===== config.mk =====
export PLATFORM = sky130hd
export DESIGN_NAME = ps2_scan_decoder_ctrl_flat
export DESIGN_NICKNAME = d
export VERILOG_FILES = /design/src/rtl/ps2_scan_decoder_ctrl_pkg.sv /design/src/rtl/ps2_scan_decoder_ctrl_if.sv /design/src/rtl/ps2_scan_decoder_ctrl_fifo.sv /design/src/rtl/ps2_scan_decoder_ctrl.sv /design/src/flat_wrapper.sv
export SDC_FILE = /design/constraint.sdc
export NUM_CORES = 1
export LEC_CHECK = 0
export ABC_AREA = 1
export CORE_ASPECT_RATIO = 2
export CORE_MARGIN = 2
export CORE_UTILIZATION = 40
export CTS_CLUSTER_SIZE = 40
export DETAILED_ROUTE_END_ITERATION = 10
export PLACE_DENSITY_LB_ADDON = 0.05
export SYNTH_ARGS = -nofsm -noshare
export SYNTH_HDL_FRONTEND = slang
export SYNTH_HIERARCHICAL = 1
export SYNTH_SLANG_ARGS = --single-unit

===== constraint.sdc =====
create_clock -name clk -period 3.95 [get_ports clk]
set_clock_uncertainty 0.05 [all_clocks]
set_input_delay 0.79 -clock clk [delete_from_list [all_inputs] [get_ports clk]]
set_output_delay 0.79 -clock clk [all_outputs]
set_load 0.02 [all_outputs]

===== src/rtl/ps2_scan_decoder_ctrl_pkg.sv =====
`default_nettype none
// ============================================================================
// Module   : ps2_pkg
// Purpose  : Shared constants, FSM state encoding and event record for the
//            PS/2 scan-code set 2 decoder.
// Revision : 1.0 - initial release
// ============================================================================
package ps2_pkg;

  // Prefix and status bytes seen on the PS/2 receive stream
  localparam logic [7:0] PS2_EXT    = 8'hE0;
  localparam logic [7:0] PS2_BRK    = 8'hF0;
  localparam logic [7:0] PS2_PAUSE  = 8'hE1;
  localparam logic [7:0] PS2_BAT_OK = 8'hAA;
  localparam logic [7:0] PS2_ACK    = 8'hFA;
  localparam logic [7:0] PS2_RESEND = 8'hFE;
  localparam logic [7:0] PS2_ECHO   = 8'hEE;
  localparam logic [7:0] PS2_ERR0   = 8'h00;
  localparam logic [7:0] PS2_ERR1   = 8'hFF;

  // Base codes of the modifier keys that are tracked locally
  localparam logic [7:0] KEY_LSHIFT = 8'h12;
  localparam logic [7:0] KEY_RSHIFT = 8'h59;
  localparam logic [7:0] KEY_CAPS   = 8'h58;

  // Remaining bytes of the Pause sequence after its leading E1
  localparam logic [2:0] PAUSE_TAIL = 3'd7;

  typedef enum logic [2:0] {
    IDLE   = 3'd0,
    EXT    = 3'd1,
    BRK    = 3'd2,
    EXTBRK = 3'd3,
    SKIP   = 3'd4
  } ps2_state_e;

  typedef struct packed {
    logic       ext;
    logic       brk;
    logic [7:0] code;
  } ps2_evt_t;

  // Keyboard error bytes abort any partial sequence
  function automatic logic is_err(input logic [7:0] b);
    return (b == PS2_ERR0) || (b == PS2_ERR1);
  endfunction

  // Bytes that carry device status rather than key information
  function automatic logic is_status(input logic [7:0] b);
    return (b == PS2_BAT_OK) || (b == PS2_ACK) || (b == PS2_RESEND) ||
           (b == PS2_ECHO) || is_err(b);
  endfunction

endpackage
`default_nettype wire


===== src/rtl/ps2_scan_decoder_ctrl_if.sv =====
`default_nettype none
// ============================================================================
// Module   : ps2_scan_decoder_ctrl_if
// Purpose  : Byte input, event handshake and status bundle of the decoder.
//            slave = decoder side, master = receiver/consumer side.
// Revision : 1.0 - initial release
// ============================================================================
interface ps2_scan_decoder_ctrl_if #(
  parameter int FIFO_DEPTH = 8
);
  logic [7:0]                    scan_code;
  logic                          scan_ready;
  logic                          ev_valid;
  logic                          ev_ready;
  logic [7:0]                    ev_code;
  logic                          ev_ext;
  logic                          ev_break;
  logic [$clog2(FIFO_DEPTH):0]   fifo_count;
  logic                          overflow;
  logic                          shift_held;
  logic                          caps_lock;

  modport slave (
    input  scan_code, scan_ready, ev_ready,
    output ev_valid, ev_code, ev_ext, ev_break, fifo_count, overflow,
           shift_held, caps_lock
  );

  modport master (
    output scan_code, scan_ready, ev_ready,
    input  ev_valid, ev_code, ev_ext, ev_break, fifo_count, overflow,
           shift_held, caps_lock
  );
endinterface
`default_nettype wire


===== src/rtl/ps2_scan_decoder_ctrl_fifo.sv =====
`default_nettype none
// ============================================================================
// Module   : ps2_evt_fifo
// Purpose  : Synchronous FIFO. A push while full is accepted only when a pop
//            happens in the same cycle; a pop while empty is ignored.
// Revision : 1.0 - initial release
// ============================================================================
module ps2_evt_fifo #(
  parameter int DEPTH = 8,
  parameter int WIDTH = 10
) (
  input  wire logic                       clk,
  input  wire logic                       reset,
  input  wire logic                       push_i,
  input  wire logic [WIDTH-1:0]           push_data_i,
  input  wire logic                       pop_i,
  output logic      [WIDTH-1:0]           pop_data_o,
  output logic                            full_o,
  output logic                            empty_o,
  output logic      [$clog2(DEPTH):0]     count_o
);

  localparam int                  AW       = $clog2(DEPTH);
  localparam logic [AW:0]         FULL_CNT = (AW+1)'(DEPTH);

  logic [WIDTH-1:0] mem_q [DEPTH];
  logic [AW-1:0]    wr_ptr_q;
  logic [AW-1:0]    rd_ptr_q;
  logic [AW:0]      count_q;
  logic             do_pop;
  logic             do_push;

  assign empty_o    = (count_q == '0);
  assign full_o     = (count_q == FULL_CNT);
  assign count_o    = count_q;
  assign pop_data_o = mem_q[rd_ptr_q];

  // A pop frees a slot in the same cycle, so a full FIFO can still accept
  assign do_pop  = pop_i & ~empty_o;
  assign do_push = push_i & (~full_o | do_pop);

  // Storage array; no reset needed, contents are qualified by the count
  always_ff @(posedge clk) begin
    if (do_push) begin
      mem_q[wr_ptr_q] <= push_data_i;
    end
  end

  // Pointer and occupancy bookkeeping
  always_ff @(posedge clk) begin
    if (reset) begin
      wr_ptr_q <= '0;
      rd_ptr_q <= '0;
      count_q  <= '0;
    end else begin
      if (do_push) wr_ptr_q <= wr_ptr_q + 1'b1;
      if (do_pop)  rd_ptr_q <= rd_ptr_q + 1'b1;
      case ({do_push, do_pop})
        2'b10:   count_q <= count_q + 1'b1;
        2'b01:   count_q <= count_q - 1'b1;
        default: count_q <= count_q;
      endcase
    end
  end

endmodule
`default_nettype wire


===== src/rtl/ps2_scan_decoder_ctrl.sv =====
`default_nettype none
// ============================================================================
// Module   : ps2_scan_decoder_ctrl
// Purpose  : Turns a PS/2 set-2 byte stream into key events (E0/F0 prefixes
//            collapsed, Pause and status bytes swallowed), tracks Shift and
//            Caps Lock, and queues events for a valid/ready consumer.
// Revision : 1.0 - initial release
// ============================================================================
module ps2_scan_decoder_ctrl
  import ps2_pkg::*;
#(
  parameter int FIFO_DEPTH     = 8,
  parameter int TIMEOUT_CYCLES = 50000
) (
  input  wire logic              clk,
  input  wire logic              reset,
  ps2_scan_decoder_ctrl_if.slave bus
);

  localparam int                TMO_W    = $clog2(TIMEOUT_CYCLES) + 1;
  localparam logic [TMO_W-1:0]  TMO_LAST = TMO_W'(TIMEOUT_CYCLES - 1);
  localparam int                CNT_W    = $clog2(FIFO_DEPTH) + 1;

  ps2_state_e        state_q;
  logic [2:0]        skip_cnt_q;
  logic [TMO_W-1:0]  tmo_q;
  logic              push_q;
  ps2_evt_t          evt_q;
  logic              emit_d;
  ps2_evt_t          evt_d;
  logic              lshift_q;
  logic              rshift_q;
  logic              caps_held_q;
  logic              caps_lock_q;
  logic              overflow_q;

  logic              fifo_full;
  logic              fifo_empty;
  logic [CNT_W-1:0]  fifo_count;
  ps2_evt_t          head;
  logic              pop;

  // Decide whether the current byte completes a key event and what it is
  always_comb begin
    emit_d     = 1'b0;
    evt_d.ext  = (state_q == EXT) || (state_q == EXTBRK);
    evt_d.brk  = (state_q == BRK) || (state_q == EXTBRK);
    evt_d.code = bus.scan_code;
    if (bus.scan_ready) begin
      case (state_q)
        IDLE:        emit_d = (bus.scan_code != PS2_EXT) && (bus.scan_code != PS2_BRK) &&
                              (bus.scan_code != PS2_PAUSE) && !is_status(bus.scan_code);
        EXT:         emit_d = (bus.scan_code != PS2_BRK) && (bus.scan_code != PS2_EXT) &&
                              !is_err(bus.scan_code);
        BRK, EXTBRK: emit_d = !is_err(bus.scan_code);
        default:     emit_d = 1'b0;
      endcase
    end
  end

  // Prefix sequencer with inactivity timeout; registers the event to push
  always_ff @(posedge clk) begin
    if (reset) begin
      state_q    <= IDLE;
      skip_cnt_q <= '0;
      tmo_q      <= '0;
      push_q     <= 1'b0;
      evt_q      <= '0;
    end else begin
      push_q <= emit_d;
      if (emit_d) evt_q <= evt_d;
      if (bus.scan_ready) begin
        tmo_q <= '0;
        case (state_q)
          IDLE: begin
            if (bus.scan_code == PS2_EXT) begin
              state_q <= EXT;
            end else if (bus.scan_code == PS2_BRK) begin
              state_q <= BRK;
            end else if (bus.scan_code == PS2_PAUSE) begin
              state_q    <= SKIP;
              skip_cnt_q <= PAUSE_TAIL;
            end
          end
          EXT: begin
            if (bus.scan_code == PS2_BRK) begin
              state_q <= EXTBRK;
            end else if (bus.scan_code != PS2_EXT) begin
              state_q <= IDLE;
            end
          end
          BRK, EXTBRK: state_q <= IDLE;
          SKIP: begin
            skip_cnt_q <= skip_cnt_q - 1'b1;
            if (skip_cnt_q == 3'd1) state_q <= IDLE;
          end
          default: state_q <= IDLE;
        endcase
      end else if (state_q == IDLE) begin
        tmo_q <= '0;
      end else if (tmo_q == TMO_LAST) begin
        state_q <= IDLE;
        tmo_q   <= '0;
      end else begin
        tmo_q <= tmo_q + 1'b1;
      end
    end
  end

  // Modifier state follows every completed event, even one the FIFO drops
  always_ff @(posedge clk) begin
    if (reset) begin
      lshift_q    <= 1'b0;
      rshift_q    <= 1'b0;
      caps_held_q <= 1'b0;
      caps_lock_q <= 1'b0;
    end else if (emit_d && !evt_d.ext) begin
      if (evt_d.code == KEY_LSHIFT) lshift_q <= !evt_d.brk;
      if (evt_d.code == KEY_RSHIFT) rshift_q <= !evt_d.brk;
      if (evt_d.code == KEY_CAPS) begin
        caps_held_q <= !evt_d.brk;
        // Only the first make of a press toggles; typematic repeats do not
        if (!evt_d.brk && !caps_held_q) caps_lock_q <= !caps_lock_q;
      end
    end
  end

  // Sticky flag for events lost to a full FIFO
  always_ff @(posedge clk) begin
    if (reset) begin
      overflow_q <= 1'b0;
    end else if (push_q && fifo_full && !pop) begin
      overflow_q <= 1'b1;
    end
  end

  assign pop = bus.ev_valid & bus.ev_ready;

  ps2_evt_fifo #(
    .DEPTH (FIFO_DEPTH),
    .WIDTH ($bits(ps2_evt_t))
  ) u_fifo (
    .clk         (clk),
    .reset       (reset),
    .push_i      (push_q),
    .push_data_i (evt_q),
    .pop_i       (pop),
    .pop_data_o  (head),
    .full_o      (fifo_full),
    .empty_o     (fifo_empty),
    .count_o     (fifo_count)
  );

  // Head fields read as zero whenever nothing is queued
  assign bus.ev_valid   = !fifo_empty;
  assign bus.ev_code    = fifo_empty ? 8'h00 : head.code;
  assign bus.ev_ext     = !fifo_empty && head.ext;
  assign bus.ev_break   = !fifo_empty && head.brk;
  assign bus.fifo_count = fifo_count;
  assign bus.overflow   = overflow_q;
  assign bus.shift_held = lshift_q | rshift_q;
  assign bus.caps_lock  = caps_lock_q;

endmodule
`default_nettype wire


===== src/flat_wrapper.sv =====
// flat-port wrapper written by rule: the top's interface ports become plain ports
module ps2_scan_decoder_ctrl_flat import ps2_pkg::*;
#(
  parameter int FIFO_DEPTH     = 8,
  parameter int TIMEOUT_CYCLES = 50000
)
  (clk, reset, bus_scan_code, bus_scan_ready, bus_ev_ready, bus_ev_valid, bus_ev_code, bus_ev_ext, bus_ev_break, bus_fifo_count, bus_overflow, bus_shift_held, bus_caps_lock);
  ps2_scan_decoder_ctrl_if #(.FIFO_DEPTH(FIFO_DEPTH)) bus_i ();
  input  wire logic clk;
  input  wire logic reset;
  input wire logic [$bits(bus_i.scan_code)-1:0] bus_scan_code;
  input wire logic [$bits(bus_i.scan_ready)-1:0] bus_scan_ready;
  input wire logic [$bits(bus_i.ev_ready)-1:0] bus_ev_ready;
  output wire logic [$bits(bus_i.ev_valid)-1:0] bus_ev_valid;
  output wire logic [$bits(bus_i.ev_code)-1:0] bus_ev_code;
  output wire logic [$bits(bus_i.ev_ext)-1:0] bus_ev_ext;
  output wire logic [$bits(bus_i.ev_break)-1:0] bus_ev_break;
  output wire logic [$bits(bus_i.fifo_count)-1:0] bus_fifo_count;
  output wire logic [$bits(bus_i.overflow)-1:0] bus_overflow;
  output wire logic [$bits(bus_i.shift_held)-1:0] bus_shift_held;
  output wire logic [$bits(bus_i.caps_lock)-1:0] bus_caps_lock;
  assign bus_i.scan_code = bus_scan_code;
  assign bus_i.scan_ready = bus_scan_ready;
  assign bus_i.ev_ready = bus_ev_ready;
  assign bus_ev_valid = bus_i.ev_valid;
  assign bus_ev_code = bus_i.ev_code;
  assign bus_ev_ext = bus_i.ev_ext;
  assign bus_ev_break = bus_i.ev_break;
  assign bus_fifo_count = bus_i.fifo_count;
  assign bus_overflow = bus_i.overflow;
  assign bus_shift_held = bus_i.shift_held;
  assign bus_caps_lock = bus_i.caps_lock;
  ps2_scan_decoder_ctrl #(.FIFO_DEPTH(FIFO_DEPTH), .TIMEOUT_CYCLES(TIMEOUT_CYCLES)) u_core (.clk(clk), .reset(reset), .bus(bus_i));
endmodule

==> flow_summary_export.csv <==
group,metric,value,unit
status,outcome,"finished, final reports clean",
synthesis,synthCells,602,
die,start_util,0.409,
die,rows,62,
drt,route.antenna.remaining_nets,0,
synthesis,syn_area,0.00587,mm2
synthesis,avgSynthCellArea,9.75,um2
cts,insertion_delay,420,ps
cts,cts_htree_levels,4,
critical_path,path_buf_inv,3,
synthesis,synthArstFlopShare,0,
drt,wl_per_cell,15.3,um
timing,tightest_slew,541,ps
timing,fin_crit_sh,0.854,
drt,vias,4240,
grt,grt_pass1_vias,4326,
die,dieArea,0.0157,mm2
timing,max_freq,296,MHz
layout,antenna_cells,0,
cts,clock_sinks,132,
pwr,combPwrFrac,0.280,
layout,area_growth,19.2,%
layout,layout.nets,667,
synthesis,synth.most_common_cell,"nand2_1",
pwr,p_clk_frac,0.352,
synthesis,yosysTopAreaCellShare,0.409,
drt,routed_wl,13000,um
layout,stdcell_count,852,
grt,grt_pass1_wl,21100,um
synthesis,synthTopCellsByCount,"nand2_1 (96), nor2_1 (83), edfxtp_1 (80)",
cts,cts_buffers,17,
critical_path,cpLargestDelayFamily,"buffers and inverters",
synthesis,synth-edff-count,80,
cts,cts_tree,"yes",
placed_design,dp_cells,820,
timing,rsz0062_at_grt,"no",
cts,cts_resized,0,
grt,antenna_found_initial,0,
drt,drc,0,
timing,maxSlewHeadroom,0.637,
cts,clock_path_buffers,2,
die,io_pins,30,
drt,vias_per_cell,4.98,
placed_design,dp_hpwl,9350,um
die,die_x,89.7,um
pwr,power,4.40,mW
cts,path_clk_slew,70,ps
synthesis,yosys-top-cells-area,"edfxtp_1 (41%), dfxtp_1 (18%), nand2_1 (6.1%)",
synthesis,synth_fp_nets,622,
critical_path,crit_type,"flop to output port",
critical_path,cp_max_fo,24,
pwr,power.internal,2.92,mW
drt,dr.pass1.iters,5,
cts,post-cts-setup-buffer-count,0,
die,die_y,175,um
timing,setup_viol,0,
critical_path,end_kind,"output port",
synthesis,synth-warning-count,6,
timing,report.final.slew_viol_count,0,
grt,grt_use_total,0.178,
layout,layout-drive-gt1-share,0.144,
pwr,sw_frac_of_total,0.336,
placed_design,portBuffers,29,
cts,ctsRootBufferMaster,"clkbuf_16",
die,core,0.0144,mm2
critical_path,cp_cell_sequence,"buf_4 -> o21ai_0 -> o22ai_1 -> nand2_1 -> nand2_1 -> inv_1 -> nor2_1 -> clkdlybuf4s50_1",
drt,dr.first_iter.drc_count,209,
synthesis,ys_types,40,
cts,cts_hold_buffers,0,
pwr,p_sw,1.48,mW
synthesis,synth-seq-area-share,0.587,
critical_path,worst_setup_path_start_kind,"flop",
critical_path,cpPeakStageDelay,610,ps
timing,min_period,3370,ps
critical_path,critPathSlowestCell,"clkdlybuf4s50_1",
critical_path,cp.required,3110,ps
pwr,p_leak,2.56,nW
grt,grt_max_degree,41,
placed_design,gp_congestion,0.840,
critical_path,cp_common_cell,"nand2_1",
flow_run,max_cap_viol_count,0,
synthesis,synthFlopType,"edfxtp_1",
grt,overflow,0,
pwr,power.density,628,mW/mm2
pwr,seq_power_share,0.368,
timing,setup-tns-final,0,ps
synthesis,yosys.area.top_type,"edfxtp_1",
worst_hold_path,hp-class,"flop to flop",
synthesis,ys_ff_latch,132,
timing,hold_slack,404,ps
timing,hold_viol,0,
layout,postLayoutCoreUtil,0.488,
critical_path,crit_arrival,2530,ps
pwr,max-vdd-ir-drop,0.320,mV
## state kept, by name (all words and copies together), names as in the netlist, named ones only
name / cells
u_core/u_fifo/mem_q: 80
u_core/bus.caps_lock: 1
u_core/lshift_q: 1
u_core/tmo_q: 17
u_core/skip_cnt_q: 3
u_core/state_q: 3
u_core/u_fifo/count_o: 4
u_core/u_fifo/rd_ptr_q: 3
u_core/caps_held_q: 1
u_core/evt_q: 10
u_core/bus.overflow: 1
u_core/u_fifo/wr_ptr_q: 3
u_core/rshift_q: 1
u_core/push_q: 1
## final cells by class
class                      instances  area, um2
fill                            1352       7350
sequential                       132       3440
multi-input combinational        386       2080
clock buffer                      17        425
timing repair buffer              43        395
inverter                          67        254
tap                              192        240
clock inverter                    15        163
## power groups by stage
stage / clock (mW) / combinational, mW / sequential [mW]
after CTS: 1.59 / 1.25 / 1.62
after global placement: 0 / 1.24 / 1.65
after detailed placement: 0 / 1.25 / 1.65
final: 1.55 / 1.23 / 1.62
after global routing: 1.64 / 1.37 / 1.63
after floorplan: 0 / 0.843 / 1.64
## stage by stage
| stage | worst slack, ps | instance area [um2] |
|---|---|---|
| finish | 575 | 7000 |
| global route | 344 | 7000 |
| CTS | 568 | 7000 |
| detailed placement | 996 | 6410 |
| global placement | 1040 | 6410 |
| floorplan | 1550 | 5870 |
## tightest hold or removal path, stage by stage (launching register included)
cell and delay, ps:
dfxtp_1 310, nand2_1 60, a21oi_1 50
## layer usage
layer	vias to the layer above	track usage	wire (um)
met5	-	0	0
met4	0	0.0759	423
met3	28	0.0390	285
met2	66	0.330	7480
met1	2005	0.183	4840
li1	2141	-	-
## logic make-up (layout without fill, tap and decap cells)
family / count (synthesis) / count (layout) / synth area share
flops: 132 / 132 / 0.587
mux: 20 / 20 / 0.0341
simple gates: 257 / 257 / 0.202
fa+ha+maj: 8 / 8 / 0.0183
xor+xnor: 6 / 6 / 0.00895
buf+inv: 84 / 142 / 0.0595
compound gates: 95 / 95 / 0.0910
## final timing paths
path	from	end	slack (ps)	cells after the start
setup / recovery	flop	bus_ev_code[6]	580	8
hold reg to reg	u_core/lshift_q$_SDFFE_PP0P_	u_core/lshift_q$_SDFFE_PP0P_	400	2
hold / removal	u_core/lshift_q$_SDFFE_PP0P_	u_core/lshift_q$_SDFFE_PP0P_	400	2
setup reg to reg	u_core/u_fifo/count_o[3]$_SDFFE_PP0P_	u_core/u_fifo/count_o[3]$_SDFFE_PP0P_	1380	13
## layout by cell type (no fill, tap or decap), types with 2 or more instances in the layout
cell type | synthesis | final
nand3_1 | 18 | 18
or2_2 | 2 | 2
dfxtp_1 | 52 | 52
clkinv_1 | 2 | 2
clkinvlp_4 | 0 | 2
inv_6 | 0 | 7
nand3_2 | 3 | 3
nor2_1 | 83 | 83
mux2i_1 | 20 | 20
o21ai_1 | 9 | 9
nor3_1 | 14 | 14
ha_1 | 7 | 7
clkbuf_16 | 0 | 17
a21oi_1 | 30 | 30
nand2_2 | 9 | 9
nor4_1 | 4 | 4
inv_8 | 0 | 2
nand2_4 | 4 | 4
o21ai_2 | 2 | 2
buf_4 | 3 | 14
xor2_1 | 5 | 5
nor3b_1 | 2 | 2
nand2_1 | 96 | 96
clkdlybuf4s50_1 | 0 | 29
inv_2 | 10 | 10
nor2_2 | 9 | 9
o21ai_0 | 27 | 27
a21oi_2 | 4 | 4
nor2_4 | 3 | 3
inv_1 | 54 | 54
nand4_1 | 7 | 7
o22ai_1 | 20 | 20
clkinv_4 | 0 | 2
edfxtp_1 | 80 | 80
(Power assumes the default switching activity.)
